## src/rtl/u409_pkg.sv

```systemverilog
// Shared definitions for the U409 flash controller: one-hot state encoding,
// default timing constants, wait-counter width and a load-value helper.
package u409_pkg;

    localparam int CNT_W = 10;

    localparam int READ_WAIT_DEF    = 3;
    localparam int WRITE_PULSE_DEF  = 2;
    localparam int RECOVERY_DEF     = 1;
    localparam int RST_HOLD_DEF     = 20;
    localparam int BUSY_TIMEOUT_DEF = 1023;

    typedef logic [6:0] state_t;

    localparam state_t ST_INIT_RST  = 7'b000_0001;
    localparam state_t ST_INIT_WAIT = 7'b000_0010;
    localparam state_t ST_IDLE      = 7'b000_0100;
    localparam state_t ST_SETUP     = 7'b000_1000;
    localparam state_t ST_STROBE    = 7'b001_0000;
    localparam state_t ST_ACK       = 7'b010_0000;
    localparam state_t ST_RECOVER   = 7'b100_0000;

    // A state that must last N cycles loads N-1: the exit happens on the edge where the count is 0.
    function automatic logic [CNT_W-1:0] wait_load(input int unsigned cycles);
        if (cycles == 0) return '0;
        if (cycles > 2**CNT_W) return '1;
        return CNT_W'(cycles - 1);
    endfunction

endpackage

```

## src/rtl/u409_flash_timer.sv

```systemverilog
// Loadable saturating down-counter with a done flag, shared by every timed
// state of the flash controller.
module u409_flash_timer
    import u409_pkg::*;
#(
    parameter logic [CNT_W-1:0] RST_VAL = '0
) (
    input  logic             clk,
    input  logic             rst_n,
    input  logic             load,
    input  logic [CNT_W-1:0] load_val,
    output logic             done
);

    logic [CNT_W-1:0] cnt_reg;

    always_ff @(posedge clk) begin
        if (!rst_n) begin
            cnt_reg <= RST_VAL;
        end else if (load) begin
            cnt_reg <= load_val;
        end else if (cnt_reg != '0) begin
            cnt_reg <= cnt_reg - CNT_W'(1);
        end
    end

    assign done = (cnt_reg == '0);

endmodule

```

## src/rtl/u409_flash_ctrl.sv

```systemverilog
// Boot/ROM flash access sequencer: wait-stated strobes, ready/busy handling,
// power-on flash reset. Define FLASH_WRITE_EN to enable real write cycles.
module u409_flash_ctrl
    import u409_pkg::*;
#(
    parameter int unsigned READ_WAIT    = READ_WAIT_DEF,
    parameter int unsigned WRITE_PULSE  = WRITE_PULSE_DEF,
    parameter int unsigned RECOVERY     = RECOVERY_DEF,
    parameter int unsigned RST_HOLD     = RST_HOLD_DEF,
    parameter int unsigned BUSY_TIMEOUT = BUSY_TIMEOUT_DEF
) (
    input  logic        CLK40,
    input  logic        RESETn,
    input  logic        TSn,
    input  logic        RnW,
    input  logic        FLASH_SPACE,
    input  logic        F_RDY,
    input  logic [23:2] A,
    output logic        F_ENn,
    output logic        F_READn,
    output logic        F_WRITEn,
    output logic        F_RSTn,
    output logic        F_WPn,
    output logic [1:0]  F_BANK,
    output logic        F_ACK,
    output logic        F_TIMEOUT
);

    state_t           state_reg, state_next;
    logic             rdy_meta_reg, rdy_sync_reg;
    logic             pend_reg, rnw_reg;
    logic [1:0]       bank_reg;
    logic             tmr_load, tmr_done;
    logic [CNT_W-1:0] tmr_val;
    logic             start_live, timeout_hit;
    logic             en_n_next, read_n_next, write_n_next, rst_n_next, wp_n_next, ack_next;
    logic             en_n_reg, read_n_reg, write_n_reg, rst_n_reg, wp_n_reg, ack_reg, timeout_reg;
    logic             unused_addr;

    assign start_live  = !TSn && FLASH_SPACE;
    assign unused_addr = ^{A[23:22], A[19:2]};

    always_ff @(posedge CLK40) begin
        if (!RESETn) begin
            rdy_meta_reg <= 1'b0;
            rdy_sync_reg <= 1'b0;
        end else begin
            rdy_meta_reg <= F_RDY;
            rdy_sync_reg <= rdy_meta_reg;
        end
    end

    always_ff @(posedge CLK40) begin
        if (!RESETn) state_reg <= ST_INIT_RST;
        else         state_reg <= state_next;
    end

    always_comb begin
        state_next  = state_reg;
        timeout_hit = 1'b0;
        case (state_reg)
            ST_INIT_RST:  if (tmr_done) state_next = ST_INIT_WAIT;
            ST_INIT_WAIT: if (rdy_sync_reg) state_next = ST_IDLE;
            ST_IDLE:      if (pend_reg || start_live) state_next = ST_SETUP;
            ST_SETUP: begin
                if (rdy_sync_reg) begin
`ifdef FLASH_WRITE_EN
                    state_next = ST_STROBE;
`else
                    state_next = rnw_reg ? ST_STROBE : ST_ACK;
`endif
                end else if (tmr_done) begin
                    state_next  = ST_ACK;
                    timeout_hit = 1'b1;
                end
            end
            ST_STROBE:    if (tmr_done) state_next = ST_ACK;
            ST_ACK:       state_next = ST_RECOVER;
            ST_RECOVER:   if (tmr_done) state_next = ST_IDLE;
            default:      state_next = ST_INIT_RST;
        endcase
    end

    // Every state change reloads the shared timer with the duration of the state being entered.
    always_comb begin
        tmr_load = (state_next != state_reg);
        tmr_val  = '0;
        case (state_next)
            ST_INIT_RST: tmr_val = CNT_W'(RST_HOLD);
            ST_SETUP:    tmr_val = wait_load(BUSY_TIMEOUT);
            ST_STROBE:   tmr_val = rnw_reg ? wait_load(READ_WAIT) : wait_load(WRITE_PULSE);
            ST_RECOVER:  tmr_val = wait_load(RECOVERY);
            default:     tmr_val = '0;
        endcase
    end

    u409_flash_timer #(
        .RST_VAL (CNT_W'(RST_HOLD))
    ) u_timer (
        .clk      (CLK40),
        .rst_n    (RESETn),
        .load     (tmr_load),
        .load_val (tmr_val),
        .done     (tmr_done)
    );

    // A start seen while the flash is still coming out of reset is parked and replayed from IDLE.
    always_ff @(posedge CLK40) begin
        if (!RESETn) begin
            pend_reg <= 1'b0;
            rnw_reg  <= 1'b1;
            bank_reg <= 2'b00;
        end else if (state_reg == ST_INIT_WAIT && start_live && !pend_reg) begin
            pend_reg <= 1'b1;
            rnw_reg  <= RnW;
            bank_reg <= A[21:20];
        end else if (state_reg == ST_IDLE) begin
            if (pend_reg) begin
                pend_reg <= 1'b0;
            end else if (start_live) begin
                rnw_reg  <= RnW;
                bank_reg <= A[21:20];
            end
        end
    end

    // Outputs are decoded from the next state and registered, so nothing is combinational to the pins.
    always_comb begin
        en_n_next   = !(state_next == ST_SETUP || state_next == ST_STROBE || state_next == ST_ACK);
        read_n_next = !(rnw_reg && (state_next == ST_STROBE ||
                                    (state_next == ST_ACK && state_reg == ST_STROBE)));
        rst_n_next  = (state_next != ST_INIT_RST);
        ack_next    = (state_next == ST_ACK);
`ifdef FLASH_WRITE_EN
        write_n_next = !(!rnw_reg && state_next == ST_STROBE);
        wp_n_next    = !(state_next == ST_INIT_RST || state_next == ST_INIT_WAIT);
`else
        write_n_next = 1'b1;
        wp_n_next    = 1'b0;
`endif
    end

    always_ff @(posedge CLK40) begin
        if (!RESETn) begin
            en_n_reg    <= 1'b1;
            read_n_reg  <= 1'b1;
            write_n_reg <= 1'b1;
            rst_n_reg   <= 1'b0;
            wp_n_reg    <= 1'b0;
            ack_reg     <= 1'b0;
            timeout_reg <= 1'b0;
        end else begin
            en_n_reg    <= en_n_next;
            read_n_reg  <= read_n_next;
            write_n_reg <= write_n_next;
            rst_n_reg   <= rst_n_next;
            wp_n_reg    <= wp_n_next;
            ack_reg     <= ack_next;
            if (timeout_hit) timeout_reg <= 1'b1;
        end
    end

    assign F_ENn     = en_n_reg;
    assign F_READn   = read_n_reg;
    assign F_WRITEn  = write_n_reg;
    assign F_RSTn    = rst_n_reg;
    assign F_WPn     = wp_n_reg;
    assign F_BANK    = bank_reg;
    assign F_ACK     = ack_reg;
    assign F_TIMEOUT = timeout_reg;

endmodule

```

## config.mk

```make
export PLATFORM = sky130hd
export DESIGN_NAME = u409_flash_ctrl
export DESIGN_NICKNAME = d
export VERILOG_FILES = /design/src/rtl/u409_pkg.sv /design/src/rtl/u409_flash_timer.sv /design/src/rtl/u409_flash_ctrl.sv
export SDC_FILE = /design/constraint.sdc
export NUM_CORES = 1
export LEC_CHECK = 0
export CAP_MARGIN = 20
export CORE_MARGIN = 5
export CORE_UTILIZATION = 49
export DETAILED_ROUTE_END_ITERATION = 16
export GPL_TIMING_DRIVEN = 0
export PLACE_DENSITY = 0.79
export SLEW_MARGIN = 20
export SYNTH_ARGS = -nofsm -noshare
export SYNTH_HDL_FRONTEND = slang
export SYNTH_SLANG_ARGS = --single-unit
```

## constraint.sdc

```tcl
create_clock -name CLK40 -period 3 [get_ports CLK40]
set_input_delay 0.3 -clock CLK40 [delete_from_list [all_inputs] [get_ports CLK40]]
set_output_delay 0.3 -clock CLK40 [all_outputs]
set_load 0.03 [all_outputs]
```

==> flow_metrics.tcl <==
set metrics [dict create \
    netlist_area_sq_um 1533 \
    cp-end-kind "flip-flop" \
    grt_util_met2_pct 29.29 \
    final_core_utilization_pct 60.12 \
    synth_edf_count 0 \
    vias_per_cell 5.552 \
    yosys-top-cells-area "dfxtp_1, nor2_1, xor2_1" \
    ir_worst_vdd_uv 291.7 \
    rows 20 \
    setup_ws_ps 79.32 \
    synthFlopType "dfxtp_1" \
    post-dp-hpwl_um 2375 \
    grt.total_usage_pct 16.48 \
    required_ps 3270 \
    num_antenna_cells 0 \
    grt_overflow 0 \
    post-route-period-util_pct 97.36 \
    yosys.area.top_type "dfxtp_1" \
    criticalPathCategory "reg2reg" \
    crit_arrival_ps 3190 \
    die_area_sq_um 4347 \
    ys_warn_count 0 \
    cts_tree "yes" \
    cap_violations 0 \
    synth_fp_nets 223 \
    netlist.area_leader.share_pct 36.57 \
    grt_pass1_wl_um 5747 \
    min_period_ps 2921 \
    fin_nets 245 \
    critPathLaunchType "flip-flop" \
    clk_pin_slew_ps 150 \
    post_drt_wl_per_cell_um 12.98 \
    run_status "complete, no violations" \
    synth-seq-cells 28 \
    synth.distinct_cells 45 \
    hold_path.class "reg2reg" \
    first_pass_iters 4 \
    synth_seq_area_share_pct 36.57 \
    dp_slack_ps 67.63 \
    grt_util_met3_pct 3.231 \
    drc 0 \
    holdBufCountCts 0 \
    async_reset_ff_share_pct 0 \
    finalWirelength_um 3362 \
    grt_max_degree 17 \
    critPathMaxFanout 10 \
    leakagePower_uw 0.0008233 \
    clk_latency_ps 340 \
    antenna_found_initial 0 \
    coreArea_sq_um 3028 \
    cts_buffer_depth 2 \
    drive_above_1_share_pct 11.16 \
    cts_num_sinks 28 \
    grt_pass1_vias 1251 \
    port_buffers 14 \
    fp.dieH_um 65.93 \
    dr_total_vias 1438 \
    relSlewSlack_pct 40.59 \
    finClkSkew_ps 9.055 \
    clockRootBuffer "clkbuf_4" \
    ant_nets 0 \
    setup_viol 0 \
    powerDensity_nw_per_um2 662.5 \
    top_usage_layer "met2" \
    cts_buffers 3 \
    drv_slew 0 \
    yosysMostFrequentCell "dfxtp_1" \
    finalSetupTns_ps 0 \
    gr-usage-met1_pct 20.69 \
    ios 37 \
    initial_core_util_pct 50.62 \
    die_x_um 65.93 \
    hold_viol_final 0 \
    syn_avg_cell_area_sq_um 7.901 \
    netlist_top_cells_count "dfxtp_1, nor2_1, nand2_1" \
    synthCells 194 \
    gp_congestion 0.8372 \
    fmax_ghz 0.3424 \
    largest_reg_flops 10 \
    dr.first_iter.drc_count 126 \
    tightest_slew_ps 890.2 \
    syn_to_final_growth_pct 18.78 \
    htreeDepth 1 \
]
[placed cells by master, fill, tap and decap left out, drive strengths merged, types with 5 or more instances in the layout]
| master | synthesis | routed |
|---|---|---|
| nand4 | 5 | 5 |
| a21oi | 13 | 13 |
| dfxtp | 28 | 28 |
| clkdlybuf4s50 | 0 | 14 |
| o21ai | 10 | 10 |
| buf | 7 | 10 |
| inv | 9 | 9 |
| nand2 | 14 | 14 |
| nor3 | 8 | 8 |
| nor2 | 25 | 25 |
| and2 | 5 | 5 |
| clkbuf | 7 | 10 |
| nand3 | 12 | 12 |
| xor2 | 9 | 9 |
[where the power goes]
part | internal (uW) | switching (uW)
Clock | 135 | 115
Sequential | 429 | 37.2
Combinational | 217 | 273
[per-layer routing]
metal,up-vias,share of wire [%]
met5,-,0
met4,0,0.74
met3,3,4.3
met2,29,48
met1,680,47
li1,726,-
[cells by family after synthesis]
logic type / synth area share, %
xor+xnor: 6.286
compound gates: 17.96
flops: 36.57
simple gates: 29.31
other cells: 0.4900
buf+inv: 7.265
mux: 1.306
fa+ha+maj: 0.8162
[metrics by stage]
step                total power, uW  hold slack [ps]  std cells  instance area, sq um
floorplan                     835.5            381.2        194                  1533
finish                         1206            437.4        259                  1821
global route                   1291            474.0        259                  1821
global placement              921.3            399.3        252                  1728
CTS                            1180            441.3        256                  1780
detailed placement            927.8            405.2        252                  1728
[final timing paths]
check	start	end	slack [ps]	cells past startpoint
max	u_timer.cnt_reg[0]	u_timer.cnt_reg[2]	80	10
min	rnw_reg	F_READn	440	1
max reg2reg	u_timer.cnt_reg[0]	u_timer.cnt_reg[2]	80	10
min reg2reg	rnw_reg	F_READn	440	1
[final cells by class]
type	instances	area (sq um)
Buffer	14	77.57
Clock inverter	1	30.03
Fill cell	273	1207
Tap cell	44	55.05
Timing Repair Buffer	17	162.7
Clock buffer	3	22.52
Sequential cell	28	563.0
Multi-Input combinational cell	143	875.8
Inverter	9	33.78
[timing repair]
action	4_1_cts	5_1_grt
setup endpoints to repair	0	10
buffers inserted	0	3
hold endpoints to repair	0	0
resized for setup	0	5
[worst max-delay path: stages (launching register included)]
cell and delay, ps:
dfxtp_2 350, inv_1 50, ha_2 190, or4b_4 490, or3_1 380, buf_6 150
or4_4 510, a22oi_4 230, a2111oi_4 80, buf_6 170, a311oi_1 240
Power figures use the tool's default switching activity.
